## config.mk

```make
export PLATFORM = sky130hd
export DESIGN_NAME = pc_ras_flat
export DESIGN_NICKNAME = d
export VERILOG_FILES = /design/src/rtl/pc_ras_if.sv /design/src/rtl/pc_ras.sv /design/src/flat_wrapper.sv
export SDC_FILE = /design/constraint.sdc
export NUM_CORES = 1
export LEC_CHECK = 0
export ABC_AREA = 1
export CORE_UTILIZATION = 55
export CTS_BUF_LIST = sky130_fd_sc_hd__clkbuf_4
export DETAILED_ROUTE_END_ITERATION = 12
export PLACE_DENSITY = 0.81
export SYNTH_ARGS = -nofsm -noshare
export SYNTH_HDL_FRONTEND = slang
export SYNTH_SLANG_ARGS = --single-unit
```

## constraint.sdc

```tcl
create_clock -name clk -period 1.6 [get_ports clk]
set_input_delay 0.32 -clock clk [delete_from_list [all_inputs] [get_ports clk]]
set_output_delay 0.32 -clock clk [all_outputs]
set_load 0.01 [all_outputs]
```

## src/rtl/pc_ras_if.sv

```systemverilog
// Fetch-stage control/status bundle between the sequencer and the PC/return-address stack.
// master drives redirects and observes PC/stack status; slave is the pc_ras block itself.
interface pc_ras_if #(
    parameter int unsigned IMW       = 4,
    parameter int unsigned RAS_DEPTH = 4
);
    logic                             stall;
    logic                             branch_taken;
    logic                             call;
    logic                             ret;
    logic [IMW-1:0]                   branch_target;
    logic [IMW-1:0]                   pc_out;
    logic [$clog2(RAS_DEPTH+1)-1:0]   ras_count;
    logic                             ras_full;
    logic                             ras_empty;
    logic                             ras_overflow;
    logic                             ras_underflow;

    modport master (
        output stall, branch_taken, call, ret, branch_target,
        input  pc_out, ras_count, ras_full, ras_empty, ras_overflow, ras_underflow
    );

    modport slave (
        input  stall, branch_taken, call, ret, branch_target,
        output pc_out, ras_count, ras_full, ras_empty, ras_overflow, ras_underflow
    );
endinterface

```

## src/rtl/pc_ras.sv

```systemverilog
// Program counter with a circular return-address stack for the glorbcore fetch stage.
// Priority each edge: start > stall > ret > call > branch_taken > sequential step.
module pc_ras #(
    parameter int unsigned    IMW       = 4,
    parameter int unsigned    RAS_DEPTH = 4,
    parameter logic [IMW-1:0] RESET_VEC = '0,
    parameter int unsigned    STEP      = 1
) (
    input logic     clk,
    input logic     start,
    pc_ras_if.slave bus
);
    localparam int unsigned PW = $clog2(RAS_DEPTH);
    localparam int unsigned CW = $clog2(RAS_DEPTH+1);

    typedef enum logic [2:0] {
        OP_HOLD,
        OP_POP,
        OP_UNDERFLOW,
        OP_PUSH,
        OP_BRANCH,
        OP_SEQ
    } op_t;

    logic [IMW-1:0] stack [RAS_DEPTH];
    logic [PW-1:0]  top_q;
    logic [PW-1:0]  top_inc;
    logic [CW-1:0]  count_q;
    logic [IMW-1:0] pc_q;
    logic [IMW-1:0] seq_pc;
    logic           ovf_q;
    logic           unf_q;
    logic           full;
    logic           empty;
    op_t            op;

    assign seq_pc  = pc_q + IMW'(STEP);
    assign top_inc = top_q + PW'(1);
    assign full    = (count_q == CW'(RAS_DEPTH));
    assign empty   = (count_q == '0);

    always_comb begin
        op = OP_SEQ;
        if (bus.stall)             op = OP_HOLD;
        else if (bus.ret)          op = empty ? OP_UNDERFLOW : OP_POP;
        else if (bus.call)         op = OP_PUSH;
        else if (bus.branch_taken) op = OP_BRANCH;
    end

    always_ff @(posedge clk) begin
        if (start) begin
            pc_q    <= RESET_VEC;
            top_q   <= '0;
            count_q <= '0;
            ovf_q   <= 1'b0;
            unf_q   <= 1'b0;
        end else begin
            case (op)
                OP_HOLD: ;
                OP_POP: begin
                    pc_q    <= stack[top_q];
                    top_q   <= top_q - PW'(1);
                    count_q <= count_q - CW'(1);
                end
                OP_UNDERFLOW: begin
                    pc_q  <= seq_pc;
                    unf_q <= 1'b1;
                end
                OP_PUSH: begin
                    // A full stack keeps advancing the pointer, silently dropping the oldest entry.
                    pc_q  <= bus.branch_target;
                    top_q <= top_inc;
                    if (full) ovf_q   <= 1'b1;
                    else      count_q <= count_q + CW'(1);
                end
                OP_BRANCH: pc_q <= bus.branch_target;
                default:   pc_q <= seq_pc;
            endcase
        end
    end

    always_ff @(posedge clk) begin
        if (!start && op == OP_PUSH) stack[top_inc] <= seq_pc;
    end

    assign bus.pc_out        = pc_q;
    assign bus.ras_count     = count_q;
    assign bus.ras_full      = full;
    assign bus.ras_empty     = empty;
    assign bus.ras_overflow  = ovf_q;
    assign bus.ras_underflow = unf_q;
endmodule

```

## src/flat_wrapper.sv

```systemverilog
// flat-port wrapper written by rule: the top's interface ports become plain ports
module pc_ras_flat 
#(
    parameter int unsigned    IMW       = 4,
    parameter int unsigned    RAS_DEPTH = 4,
    parameter logic [IMW-1:0] RESET_VEC = '0,
    parameter int unsigned    STEP      = 1
)
  (clk, start, bus_stall, bus_branch_taken, bus_call, bus_ret, bus_branch_target, bus_pc_out, bus_ras_count, bus_ras_full, bus_ras_empty, bus_ras_overflow, bus_ras_underflow);
  pc_ras_if #(.IMW(IMW), .RAS_DEPTH(RAS_DEPTH)) bus_i ();
  input logic clk;
  input logic start;
  input wire logic [$bits(bus_i.stall)-1:0] bus_stall;
  input wire logic [$bits(bus_i.branch_taken)-1:0] bus_branch_taken;
  input wire logic [$bits(bus_i.call)-1:0] bus_call;
  input wire logic [$bits(bus_i.ret)-1:0] bus_ret;
  input wire logic [$bits(bus_i.branch_target)-1:0] bus_branch_target;
  output wire logic [$bits(bus_i.pc_out)-1:0] bus_pc_out;
  output wire logic [$bits(bus_i.ras_count)-1:0] bus_ras_count;
  output wire logic [$bits(bus_i.ras_full)-1:0] bus_ras_full;
  output wire logic [$bits(bus_i.ras_empty)-1:0] bus_ras_empty;
  output wire logic [$bits(bus_i.ras_overflow)-1:0] bus_ras_overflow;
  output wire logic [$bits(bus_i.ras_underflow)-1:0] bus_ras_underflow;
  assign bus_i.stall = bus_stall;
  assign bus_i.branch_taken = bus_branch_taken;
  assign bus_i.call = bus_call;
  assign bus_i.ret = bus_ret;
  assign bus_i.branch_target = bus_branch_target;
  assign bus_pc_out = bus_i.pc_out;
  assign bus_ras_count = bus_i.ras_count;
  assign bus_ras_full = bus_i.ras_full;
  assign bus_ras_empty = bus_i.ras_empty;
  assign bus_ras_overflow = bus_i.ras_overflow;
  assign bus_ras_underflow = bus_i.ras_underflow;
  pc_ras #(.IMW(IMW), .RAS_DEPTH(RAS_DEPTH), .RESET_VEC(RESET_VEC), .STEP(STEP)) u_core (.clk(clk), .start(start), .bus(bus_i));
endmodule
```

==> metrics, run 1 <==
hold endpoint=u_core.bus.ras_overflow; final instance area=1870 um^2; overall routing resource usage=27.2%; Synth cell types=24; leading cell types by count after synthesis=nand2_1, inv_1, nor2_1; Vias=1237; Critical Setup Path Class=reg2out; worst path required time=1.28 ns; DIE WIDTH=53.9 um; first-pass GRT wire length=5270 um; GRT overflow=0; WL/cell=12.7 um; clk slew on worst S/H paths=0.09 ns; number of flops mapped to enable cells by yosys=16; cell at the root of the clock tree=clkbuf_4; Top Family by Delay on Critical Path=buffers and inverters; Synth top area share=32.4%; Slew @ Worst Pin=0.307 ns; type of origin of the critical path=register; clk_skew=0.00774 ns; largest cells by area after synthesis=edfxtp_1, dfxtp_1, nand2_1, inv_1, nand3_1; R2R Path Start=u_core.bus.ras_count[0]; Worst EP arrival=1.24 ns; sequential share of the synthesized area=between 40% and 50%; maximum clock rate=around 0.64 GHz; largest net degree at the start of global routing=13; hold slack=roughly 0.47 ns; core area=2520 um^2; CP Max Fanout=2; DRT antenna net count=0; Max Cap Viol=0; final net count=231; initial antenna violation count=0; DP Wirelength=2420 um; YS warnings=0; Num CTS Buffers=5; CTS tree=built; dominant cell by count in the synthesized netlist=nand2_1; R2R Path End=u_core.bus.ras_count[2]; Power Dens Cells=895 nW/um^2; clk sinks=29; # DRC=0; drt first pass iters=4; commonest register cell after synthesis=edfxtp_1; Syn Area/Cell=around 8.5 um^2; placed instance area=1820 um^2; max_slew headroom=between 70% and 80%; final worst-path cycle share=97.6%; final WL=between 3000 and 4000 um; H-Tree Depth=2; final core area utilization=74.3%; Max stage delay cell, worst path=clkdlybuf4s50_1; Setup-failing EPs final=0; #FFs+latches synth=29; LEAKAGE=roughly 0.93 nW; number of antenna diodes=0; vias in the first global route=approximately 1200; setup TNS=0 ns; Die Ht=between 50 and 60 um; WHS Path Cells=2; worst reg-to-reg path cell count=6; row count=18; Syn-to-layout area delta=26.3%; HP Class=reg2reg; DR vias/cell=a little over 5; top cell type by total area after synthesis=edfxtp_1; Syn Nets=191; GPL Wtd Cong=0.782; total power=1.68 mW; layout cell share with drive strength beyond 1=18.5%; Initial Utilization=58.8%; Async S/R FF share, synth=0%; DRT iter0 DRCs=28; # IOs=21; Clk Latency, worst-skew pair=roughly 0.33 ns; Slew Limit Fails=0; Critical Path Max Stage Delay=0.55 ns; RSZ-0062 raised after global routing=false; Fill cells=182; peak supply drop=854 uV; endpoints failing hold=0; Die Area=2910 um^2; min-delay src=u_core.bus.ras_overflow; clock buffer depth=2; CP Capture Type=output port; r2r setup slk=0.21 ns; Netlist Area Pre-Place=1480 um^2; status=complete, no violations; Mapped Cells=175; crit-path cells=clkdlybuf4s50_1; WP buf/inv=1; IO buf count=20; Hold Buf Count CTS=0; Final min period=1.56 ns
[worst reg2reg max path, cell delays in order (launching register included)]
cell and delay (ns):
dfxtp_1 0.33, buf_4 0.15, fa_1 0.43, xor2_1 0.20, nand3_1 0.09, nand2_1 0.07, nor2_1 0.03
[cells by family after synthesis]
kind of cell,share of synthesized area [%]
simple gates,28.2
compound gates,4.89
fa+ha+maj,5.56
xor+xnor,1.77
buf+inv,9.70
flops,49.9
[state kept, by name (all words and copies together) (netlist names), named ones only]
name                      cells
u_core.bus.ras_underflow      1
u_core.bus.ras_count          3
u_core.top_q                  2
u_core.bus.ras_overflow       1
u_core.bus.pc_out             4
u_core.stack                 16
[area by class of cell]
type	count	area, um^2	area share, %
multi-input combinational	109	602	32.1
clock inverter	2	10.0	0.534
clock buffer	6	45.0	2.40
inverter	35	131	7.01
sequential	29	743	39.7
tap	30	37.5	2.00
timing repair buffer	35	305	16.3
[metrics by stage]
step           cells  worst slack [ns]
3_3_place_gp     238            -0.218
2_1_floorplan    175             0.236
3_5_place_dp     238            -0.293
4_1_cts          246            0.0113
6_report         246            0.0383
5_1_grt          246         0.0000181
[timing repair]
item	CTS	global route
gates resized for setup	10	4
endpoints found under the setup margin	8	4
setup buffers	0	0
pin swaps	0	2
[layout by cell type, fill, tap and decap left out, drive strengths merged]
cell           count
nor2              22
dlygate4sd2        6
fa                 1
dlymetal6s2s       2
buf               15
clkbuf             7
inv               35
a21oi              4
clkdlybuf4s50     11
nand3             21
nand3b             2
clkinv             2
o21ai              8
dfxtp             13
edfxtp            16
nand2             40
or2                1
ha                 5
xor2               2
a31oi              2
xnor2              1
[how the worst max path moves through the flow]
stage | slack [ns] | start | cells past startpoint | end
CTS | 0.01 | u_core.bus.pc_out[3] | 1 | bus_pc_out[3]
finish | 0.04 | u_core.bus.ras_underflow | 1 | bus_ras_underflow
detailed placement | -0.29 | bus_call | 7 | u_core.bus.ras_count[2]
floorplan | 0.24 | bus_stall | 7 | u_core.bus.ras_count[2]
global placement | -0.22 | bus_call | 7 | u_core.bus.ras_count[2]
global route | 0.00002 | bus_call | 7 | u_core.bus.ras_count[2]
[routing by layer]
layer,up-vias,global-route usage (%),wire length [um]
li1,628,-,-
met1,557,29.9,1290
met2,38,45.1,1590
met3,14,8.19,142
met4,0,17.5,107
met5,-,0,0
[where the power goes]
part	internal, mW	switching [mW]	leakage (nW)	total [mW]
logic	0.165	0.209	0.640	0.374
registers	0.831	0.0382	0.253	0.870
clock network	0.184	0.250	0.0354	0.434
total	1.18	0.497	0.928	1.68
(Power assumes the default switching activity.)
==> inputs of run 2 (changes only) <==
- SKIP_LAST_GASP: unset -> 1
==> metrics, run 2 (synthesized netlist as in run 1, its figures left out) <==
Die Ht=between 50 and 60 um; r2r setup slk=approximately 0.21 ns; Flop pwr share=51.7%; overall routing resource usage=27.2%; GR peak layer=met2; Worst EP arrival=1.24 ns; switching power=0.498 mW; GPL Wtd Cong=0.782; initial antenna violation count=0; CP Capture Type=output port; final net count=231; met1 usage=29.9%; DP Wirelength=2420 um; endpoints failing hold=0; first-pass GRT wire length=5270 um; met2 Usage GRT=45.1%; type of origin of the critical path=register; peak supply drop=854 uV; number of antenna diodes=0; clk slew on worst S/H paths=0.09 ns; vias in the first global route=1214; largest reg by FF count=u_core.stack; row count=18; clk_skew=0.00774 ns; # DRC=0; WL/cell=12.8 um; status=complete, no violations; R2R Path End=u_core.bus.ras_count[2]; final worst-path cycle share=97.6%; Max Cap Viol=0; max FFs per register=16; Top Family by Delay on Critical Path=buffers and inverters; cell at the root of the clock tree=clkbuf_4; Critical Path Max Stage Delay=0.55 ns; # IOs=21; CP Max Fanout=2; maximum clock rate=0.640 GHz; combinational share of power=22.5%; DRT iter0 DRCs=28; clock buffer depth=2; Power Dens Cells=895 nW/um^2; clk sinks=29; HP Class=reg2reg; final WL=~3100 um; Setup-failing EPs final=0; RSZ-0062 raised after global routing=true; Initial Utilization=58.8%; layout cell share with drive strength beyond 1=18.1%; Clk Latency, worst-skew pair=roughly 0.33 ns; clock share of power=25.8%; WP buf/inv=1; Num CTS Buffers=5; P_int=1.18 mW; Final min period=1.56 ns; LEAKAGE=0.929 nW; DIE WIDTH=53.9 um; Hold Buf Count CTS=0; min-delay src=u_core.bus.ras_overflow; worst path required time=1.28 ns; worst reg-to-reg path cell count=6; crit-path cells=clkdlybuf4s50_1; Final WS setup=about 0.038 ns; Slew Limit Fails=0; Max stage delay cell, worst path=clkdlybuf4s50_1; commonest non-fill, non-tap cell in the layout=nand2_1; GRT overflow=0; Die Area=2910 um^2; R2R Path Start=u_core.bus.ras_count[0]; final core area utilization=between 70 and 80%; Syn-to-layout area delta=26.6%; max_slew headroom=79.4%; DRT antenna net count=0; routing usage on met3=8.19%; DR vias/cell=5.03; drt first pass iters=4; postcts setup bufs=0; CTS tree=built; pre-CTS setup slack=-0.293 ns; Critical Setup Path Class=reg2out; Slew @ Worst Pin=0.307 ns; commonest cells after routing, fill and taps aside=nand2_1, inv_1, nand3_1, nor2_1, edfxtp_1; WHS Path Cells=2; Vias=~1200; core area=2520 um^2; hold endpoint=u_core.bus.ras_overflow; switching share of power=29.6%; H-Tree Depth=2; largest net degree at the start of global routing=13; IO buf count=20
[run 2: changes by cell type in the layout (fill, tap and decap cells not counted)]
cell             previous run  this run
clkbuf_2                    1         0
clkdlybuf4s15_1             0         1
[run 2: through the flow]
step / total power, mW / TNS [ns] / hold slack [ns] / std cells / cell area, um^2
detailed placement: 1.27 / -3.29 / 0.453 / 238 / 1820
global placement: 1.25 / -2.34 / 0.444 / 238 / 1820
global route: 1.78 / -0.0127 / 0.523 / 246 / 1880
CTS: 1.69 / 0 / 0.466 / 246 / 1870
floorplan: 1.09 / 0 / 0.392 / 175 / 1480
finish: 1.68 / 0 / 0.470 / 246 / 1880
[run 2: how the worst max path moves through the flow]
stage,end,start,cells past startpoint
2_1_floorplan,u_core.bus.ras_count[2],bus_stall,7
3_3_place_gp,u_core.bus.ras_count[2],bus_call,7
3_5_place_dp,u_core.bus.ras_count[2],bus_call,7
4_1_cts,bus_pc_out[3],u_core.bus.pc_out[3],1
5_1_grt,bus_ras_empty,u_core.bus.ras_count[1],4
6_report,bus_ras_underflow,u_core.bus.ras_underflow,1
[run 2: area by class of cell]
type,instances,area (um^2)
Clock buffer,6,45.0
Clock inverter,2,10.0
Sequential cell,29,743
Multi-Input combinational cell,109,602
Tap cell,30,37.5
Fill cell,181,643
Timing Repair Buffer,35,310
Inverter,35,131
[run 2: power by group through the flow]
stage / clock (mW) / sequential, mW / combinational, mW
4_1_cts: 0.443 / 0.869 / 0.379
3_5_place_dp: 0 / 0.883 / 0.391
6_report: 0.434 / 0.870 / 0.378
2_1_floorplan: 0 / 0.885 / 0.208
3_3_place_gp: 0 / 0.879 / 0.375
5_1_grt: 0.478 / 0.876 / 0.422
[run 2: repair_timing]
action	CTS	global route
pin swaps	0	2
endpoints found under the setup margin	8	4
resized for setup	10	3
[run 2: layer usage]
metal	vias to the layer above	part of all wire [%]	wire, um
li1	628	-	-
met1	557	41	1290
met2	38	51	1590
met3	14	4.6	144
met4	0	3.4	107
met5	-	0	0
